===== src/rtl/dts_pkg.sv =====
// -----------------------------------------------------------------------------
// dts_pkg
// Shared definitions for the DTS lane skew monitor: default lane count, the
// measurement FSM state type and the saturating 16-bit increment helper.
// -----------------------------------------------------------------------------
package dts_pkg;

    localparam int N_INPUTS = 12;

    typedef enum logic [1:0] {
        IDLE   = 2'd0,
        WAIT   = 2'd1,
        WINDOW = 2'd2,
        REPORT = 2'd3
    } dts_skew_state_t;

    // Increment that sticks at all-ones instead of wrapping.
    function automatic logic [15:0] dts_skew_sat16(input logic [15:0] val);
        if (val == 16'hFFFF) begin
            dts_skew_sat16 = 16'hFFFF;
        end else begin
            dts_skew_sat16 = val + 16'd1;
        end
    endfunction

endpackage


===== src/rtl/dts_lane_arrival.sv =====
// -----------------------------------------------------------------------------
// dts_lane_arrival
// Per-lane arrival recorder. A start pulse clears the lane and records an
// arrival of 0 if the lane has a qualified edge in that same cycle. During the
// capture window only the first qualified edge is recorded (arrival = wcnt_i).
//
// Ports:
//   clk, rst_n  : clock, asynchronous active-low reset
//   edge_i      : rising edge of this lane's metaframe marker
//   mask_i      : lane participates in the measurement
//   start_i     : first marker of a new measurement seen this cycle
//   capture_i   : capture window is open this cycle
//   wcnt_i      : current window cycle count
//   seen_o      : a marker has been recorded for this lane
//   arrival_o   : window cycle of the recorded marker
// -----------------------------------------------------------------------------
module dts_lane_arrival
    import dts_pkg::*;
#(
    parameter int WCNT_W = 7
) (
    input  logic              clk,
    input  logic              rst_n,
    input  logic              edge_i,
    input  logic              mask_i,
    input  logic              start_i,
    input  logic              capture_i,
    input  logic [WCNT_W-1:0] wcnt_i,
    output logic              seen_o,
    output logic [WCNT_W-1:0] arrival_o
);

    logic              seen_q;
    logic [WCNT_W-1:0] arrival_q;

    // Seen flag and arrival time; later edges on a seen lane are ignored.
    always_ff @(posedge clk or negedge rst_n) begin
        if (!rst_n) begin
            seen_q    <= 1'b0;
            arrival_q <= '0;
        end else if (start_i) begin
            seen_q    <= edge_i & mask_i;
            arrival_q <= '0;
        end else if (capture_i && mask_i && edge_i && !seen_q) begin
            seen_q    <= 1'b1;
            arrival_q <= wcnt_i;
        end else begin
            seen_q    <= seen_q;
            arrival_q <= arrival_q;
        end
    end

    assign seen_o    = seen_q;
    assign arrival_o = arrival_q;

endmodule


===== src/rtl/dts_lane_skew_monitor.sv =====
// -----------------------------------------------------------------------------
// dts_lane_skew_monitor
// Observe-only monitor of the per-lane 10 ms metaframe markers. The first
// qualified marker opens a MAX_SKEW-cycle window; every lane's first marker in
// the window is timed, and the signed skew of each lane against REF_LANE is
// reported together with missing lanes, an aligned flag and two counters.
//
// Ports:
//   clk, rst_n    : output-domain clock, asynchronous active-low reset
//   enable        : measurement enable (level)
//   lane_mask     : 1 = lane participates (latched when a window opens)
//   index         : per-lane marker level, rising edge = marker
//   skew          : signed per-lane skew, lane i at [i*SKEW_WIDTH +: SKEW_WIDTH]
//   missing       : lane enabled but no marker in the window
//   ref_missing   : reference lane absent or masked in the last measurement
//   aligned       : last measurement fully aligned
//   skew_valid    : one-cycle pulse when the results update
//   meas_cnt      : completed measurements (wrapping)
//   misalign_cnt  : measurements with aligned=0 (saturating)
// -----------------------------------------------------------------------------
module dts_lane_skew_monitor #(
    parameter int N_INPUTS   = dts_pkg::N_INPUTS,
    parameter int MAX_SKEW   = 64,
    parameter int SKEW_WIDTH = 8,
    parameter int REF_LANE   = 0
) (
    input  logic                           clk,
    input  logic                           rst_n,
    input  logic                           enable,
    input  logic [N_INPUTS-1:0]            lane_mask,
    input  logic [N_INPUTS-1:0]            index,
    output logic [N_INPUTS*SKEW_WIDTH-1:0] skew,
    output logic [N_INPUTS-1:0]            missing,
    output logic                           ref_missing,
    output logic                           aligned,
    output logic                           skew_valid,
    output logic [15:0]                    meas_cnt,
    output logic [15:0]                    misalign_cnt
);
    import dts_pkg::*;

    localparam int WCNT_W = $clog2(MAX_SKEW + 1);

    dts_skew_state_t state_q, state_d;
    logic [WCNT_W-1:0]   wcnt_q, wcnt_d;
    logic [N_INPUTS-1:0] index_q;
    logic [N_INPUTS-1:0] mask_r_q;

    logic [N_INPUTS-1:0] edge_s;
    logic [N_INPUTS-1:0] lane_mask_s;
    logic [N_INPUTS-1:0] seen_s;
    logic [WCNT_W-1:0]   arrival_s [N_INPUTS];
    logic [SKEW_WIDTH-1:0] lane_skew_s [N_INPUTS];
    logic [N_INPUTS*SKEW_WIDTH-1:0] skew_s;
    logic [N_INPUTS-1:0] missing_s;
    logic                start_s, capture_s, report_s, ref_miss_s, aligned_s;

    logic [N_INPUTS*SKEW_WIDTH-1:0] skew_q;
    logic [N_INPUTS-1:0] missing_q;
    logic                ref_missing_q, aligned_q, skew_valid_q;
    logic [15:0]         meas_cnt_q, misalign_cnt_q;

    assign edge_s    = index & ~index_q;
    assign start_s   = (state_q == WAIT) & enable & (|(edge_s & lane_mask));
    assign capture_s = (state_q == WINDOW) & enable;
    assign report_s  = (state_q == REPORT) & enable;
    // The live mask qualifies the opening edge; the latched one is used afterwards.
    assign lane_mask_s = (state_q == WAIT) ? lane_mask : mask_r_q;
    assign ref_miss_s  = ~(mask_r_q[REF_LANE] & seen_s[REF_LANE]);

    for (genvar g = 0; g < N_INPUTS; g++) begin : g_lane
        dts_lane_arrival #(.WCNT_W(WCNT_W)) u_arrival (
            .clk       (clk),
            .rst_n     (rst_n),
            .edge_i    (edge_s[g]),
            .mask_i    (lane_mask_s[g]),
            .start_i   (start_s),
            .capture_i (capture_s),
            .wcnt_i    (wcnt_q),
            .seen_o    (seen_s[g]),
            .arrival_o (arrival_s[g])
        );
        assign missing_s[g]   = mask_r_q[g] & ~seen_s[g];
        // Masked, missing or unreferenced lanes report zero skew.
        assign lane_skew_s[g] = (ref_miss_s | ~mask_r_q[g] | ~seen_s[g]) ? '0 :
                                SKEW_WIDTH'(arrival_s[g]) - SKEW_WIDTH'(arrival_s[REF_LANE]);
        assign skew_s[g*SKEW_WIDTH +: SKEW_WIDTH] = lane_skew_s[g];
    end

    assign aligned_s = ~ref_miss_s & ~(|missing_s) & (skew_s == '0);

    // Next-state logic for the measurement FSM and window counter.
    always_comb begin
        state_d = state_q;
        wcnt_d  = wcnt_q;
        if (!enable) begin
            state_d = IDLE;
        end else begin
            case (state_q)
                IDLE: state_d = WAIT;
                WAIT: begin
                    if (start_s) begin
                        state_d = WINDOW;
                        // The opening cycle is window cycle 0, so the first WINDOW cycle is 1.
                        wcnt_d  = WCNT_W'(1);
                    end else begin
                        state_d = WAIT;
                    end
                end
                WINDOW: begin
                    if (wcnt_q == WCNT_W'(MAX_SKEW)) begin
                        state_d = REPORT;
                    end else begin
                        wcnt_d = wcnt_q + WCNT_W'(1);
                    end
                end
                REPORT:  state_d = WAIT;
                default: state_d = IDLE;
            endcase
        end
    end

    // FSM state, window counter, marker history and latched lane mask.
    always_ff @(posedge clk or negedge rst_n) begin
        if (!rst_n) begin
            state_q  <= IDLE;
            wcnt_q   <= '0;
            index_q  <= '1;
            mask_r_q <= '0;
        end else begin
            state_q  <= state_d;
            wcnt_q   <= wcnt_d;
            index_q  <= index;
            mask_r_q <= start_s ? lane_mask : mask_r_q;
        end
    end

    // Result registers and counters, updated once per completed measurement.
    always_ff @(posedge clk or negedge rst_n) begin
        if (!rst_n) begin
            skew_q         <= '0;
            missing_q      <= '0;
            ref_missing_q  <= 1'b0;
            aligned_q      <= 1'b0;
            skew_valid_q   <= 1'b0;
            meas_cnt_q     <= 16'd0;
            misalign_cnt_q <= 16'd0;
        end else begin
            skew_valid_q <= report_s;
            if (report_s) begin
                skew_q         <= skew_s;
                missing_q      <= missing_s;
                ref_missing_q  <= ref_miss_s;
                aligned_q      <= aligned_s;
                meas_cnt_q     <= meas_cnt_q + 16'd1;
                misalign_cnt_q <= aligned_s ? misalign_cnt_q : dts_skew_sat16(misalign_cnt_q);
            end
        end
    end

    assign skew         = skew_q;
    assign missing      = missing_q;
    assign ref_missing  = ref_missing_q;
    assign aligned      = aligned_q;
    assign skew_valid   = skew_valid_q;
    assign meas_cnt     = meas_cnt_q;
    assign misalign_cnt = misalign_cnt_q;

endmodule


===== config.mk =====
export PLATFORM = sky130hd
export DESIGN_NAME = dts_lane_skew_monitor
export DESIGN_NICKNAME = d
export VERILOG_FILES = /design/src/rtl/dts_pkg.sv /design/src/rtl/dts_lane_arrival.sv /design/src/rtl/dts_lane_skew_monitor.sv
export SDC_FILE = /design/constraint.sdc
export NUM_CORES = 1
export LEC_CHECK = 0
export CORE_MARGIN = 4
export CORE_UTILIZATION = 35
export CTS_CLUSTER_DIAMETER = 60
export DETAILED_ROUTE_END_ITERATION = 12
export PLACE_DENSITY = 0.6
export SYNTH_ARGS = -nofsm -noshare
export SYNTH_HDL_FRONTEND = slang
export SYNTH_HIERARCHICAL = 1
export SYNTH_SLANG_ARGS = --single-unit

===== constraint.sdc =====
create_clock -name clk -period 4.9 [get_ports clk]
set_input_delay 0.98 -clock clk [delete_from_list [all_inputs] [get_ports clk]]
set_output_delay 0.98 -clock clk [all_outputs]
set_load 0.01 [all_outputs]

==> out/qor.txt <==
Wire length per cell: 21.9 µm
CP Max Fanout: 12
Top-count cell post-synth: dfrtp_1
GRT overflow: 0
Post-synth top area share: 0.391
Mapped Area: 0.0161 mm²
CTS tree: yes
Worst-case clock buffer depth: 3
Placed instance count: 2378
Initial drt markers: 1173
Critical path endpoint category: register
Sequential share of the synthesized area: 0.411
Global-route wire length before repair: 81.9 mm
Final setup viols: 0
Worst setup SP type: register
Final wirelength: 53.5 mm
IO Port Bufs: 161
Reg2reg setup slack: 0.63 ns
# IOs: 170
Area of the multi-input gates: 0.00885 mm²
# nets final: 1934
CTS H-tree lvls: 2
Hpwl dp: 39.2 mm
Hold Vio Cnt, Final: 0
Final Non-Filler Cells: 2440
Max transition margin: 0.304
Lkg Pwr: 8.00 nW
RSZ-0062 raised after global routing: no
Dpl ws: 0.640 ns
Die width: 223 µm
Share of layout cells above drive strength 1: 0.0810
Postcts setup bufs: 0
Fin Clk Skew: 0.0291 ns
Routed Antenna Nets: 0
Yosys Warn Count: 6
Overall power: 6.57 mW
Status: finished clean
Gate Count Post-Synth: 1656
Worst IR Drop VDD: 215 µV
Syn avg cell area: 9.73 µm²
Site Rows: 78
Sequential cell area: 0.00662 mm²
Worst path slowest cell: dfrtp_1
Clock Latency Late Sink: 0.55 ns
WP data arrival: 4.70 ns
CTS buffer count: 35
Area Growth Syn to Fin: 20.9%
Starting Density: 0.354
Clock-pin slew on the worst setup and hold paths: 0.06 ns
Top cells by area, synth: dfrtp_1 39%, nand2b_1 7.4%, ha_1 6.3%
Number of enable flip-flop cells after synthesis: 0
Fin crit period: 4.27 ns
Worst Max-Slew Pin Slew: 1.04 ns
Cells along the critical path: ha_1 -> inv_1 -> fa_1 -> xor2_1 -> o21ai_0 -> o2111a_1 -> nand4_1 -> nor4_1 -> nand4_1 -> nor4_2 -> a31oi_1 -> mux2_1
Yosys top cell by area: dfrtp_1
Antenna diodes: 0
Max Fclk: 234 MHz
Cell mode on critical path: nand4_1
Yosys reg bits: 264
Largest net degree at the start of global routing: 201
Clock tree root driver cell: clkbuf_16
DRC: 0
Yosys cell types: 86
CP Class: reg2reg
Die Height: 223 µm
P per Cell Area: 337 mW/mm²
Fillers: 4465
PnR worst setup slack: 0.633 ns
Vias: 13500
Gr usage total: 0.212
Worst EP required: 5.33 ns
Router iterations before antenna repair: 5
CP peak stage delay: 0.78 ns
Vias in the first global route: 13200
Antenna violations before repair: 1
Commonest cells post-synth: 252 x dfrtp_1, 191 x nand2b_1, 185 x nand2_1
Drt via density: 5.52
Worst Hold Class: reg2reg
Async SR Flop Fraction: 1.00
Slew Viols, Final: 0
CTS Sinks: 264
Max-cap viol count: 0
CTS Hold Bufs: 0
Die ar.: 0.0495 mm²
Tcrit/Tclk final: 0.871
Setup_tns: 0 ns
Final Wtd Congestion: 0.909
Primary FF master, synth: dfrtp_1
Core box area: 0.0455 mm²
Cts repair resizes: 0
[routing by layer]
metal	track usage	up-vias	wire, µm
li1	-	6277	-
met1	0.309	6537	24900
met2	0.315	548	22400
met3	0.0443	97	4310
met4	0.0672	0	1860
met5	0	-	0
[placed cells by master (no fill, tap or decap), types with 12 or more instances in the layout]
cell type        synthesis  routed
a21o_1                  16      16
a31oi_1                 31      31
o21ai_0                 87      87
nor2b_1                 26      26
a211oi_1                19      19
and3_1                  27      27
dfstp_2                 12      12
mux2i_1                 91      91
a21oi_1                 47      47
nand2_1                185     185
o31ai_1                 19      19
ha_1                    81      81
o21a_1                  16      16
nand3_1                 36      35
dfrtp_1                252     252
mux2_2                  25      25
inv_1                   63      63
nand2b_1               191     191
buf_4                    9      23
nor3_1                  31      31
xnor2_1                 24      24
clkbuf_16                0      37
nor2_1                  48      48
clkdlybuf4s50_1          0     160
and4b_1                 14      14
nand4_1                 29      29
o211ai_1                17      17
nand3b_1                14      14
xor2_1                  16      16
[report_power, final]
| group | internal (mW) | switching (mW) | total, mW |
|---|---|---|---|
| logic | 0.592 | 0.702 | 1.29 |
| clock network | 1.61 | 1.00 | 2.61 |
| registers | 2.37 | 0.300 | 2.66 |
[through the flow]
step	util	cell area, µm²	hold slack, ns
floorplan	-	16100	0.507
global placement	0.403	18300	0.459
detailed placement	0.403	18300	0.464
CTS	0.428	19500	0.482
global route	0.428	19500	0.501
finish	0.428	19500	0.472
[worst paths after layout]
kind | start | end | cells past startpoint
worst max-delay path | g_lane[0].u_arrival/arrival_o[0]$_DFFE_PN0P_ | misalign_cnt[15]$_DFFE_PN0P_ | 12
worst min-delay path | skew[71]$_DFFE_PN0P_ | skew[71]$_DFFE_PN0P_ | 2
worst max register to register | g_lane[0].u_arrival/arrival_o[0]$_DFFE_PN0P_ | misalign_cnt[15]$_DFFE_PN0P_ | 12
worst min register to register | skew[71]$_DFFE_PN0P_ | skew[71]$_DFFE_PN0P_ | 2
max in group asynchronous | rst_n | g_lane[2].u_arrival/arrival_o[2]$_DFFE_PN0P_ | 2
min in group asynchronous | rst_n | meas_cnt[11]$_DFFE_PN0P_ | 1
[flip-flops by register name (all words and copies together) (netlist names)]
| register | flops |
|---|---|
| state_q | 2 |
| index_q | 12 |
| skew | 88 |
| misalign_cnt | 16 |
| missing | 12 |
| mask_r_q | 12 |
| g_lane.u_arrival/seen_o | 12 |
| aligned | 1 |
| wcnt_q | 7 |
| meas_cnt | 16 |
| g_lane.u_arrival/arrival_o | 84 |
| skew_valid | 1 |
| ref_missing | 1 |
[kinds of logic after synthesis]
family,after synthesis,synth area share
AO/OA/AOI/OAI,327,0.136
XOR/XNOR,40,0.0217
adder cells (fa/ha/maj),92,0.0766
buffers and inverters,136,0.0424
flip-flops,264,0.411
multiplexers,117,0.0747
other,1,0.000233
AND/OR/NAND/NOR,679,0.237
[layout make-up]
type	count	share of cell area
clock inverter	10	0.00732
sequential	264	0.340
multi-input combinational	1263	0.454
inverter	64	0.0123
tap	600	0.0386
timing repair buffer	187	0.0950
clock buffer	52	0.0525
[worst max-delay path: cells and delay by family (launching register included)]
kind            cells  cell delay (ns)
fa+ha+maj           2             0.72
flops               1             0.78
mux                 1             0.34
buf+inv             1             0.06
xor+xnor            1             0.19
simple gates        4             1.14
compound gates      3             0.94
No activity file was read; power rests on OpenSTA's default activity.
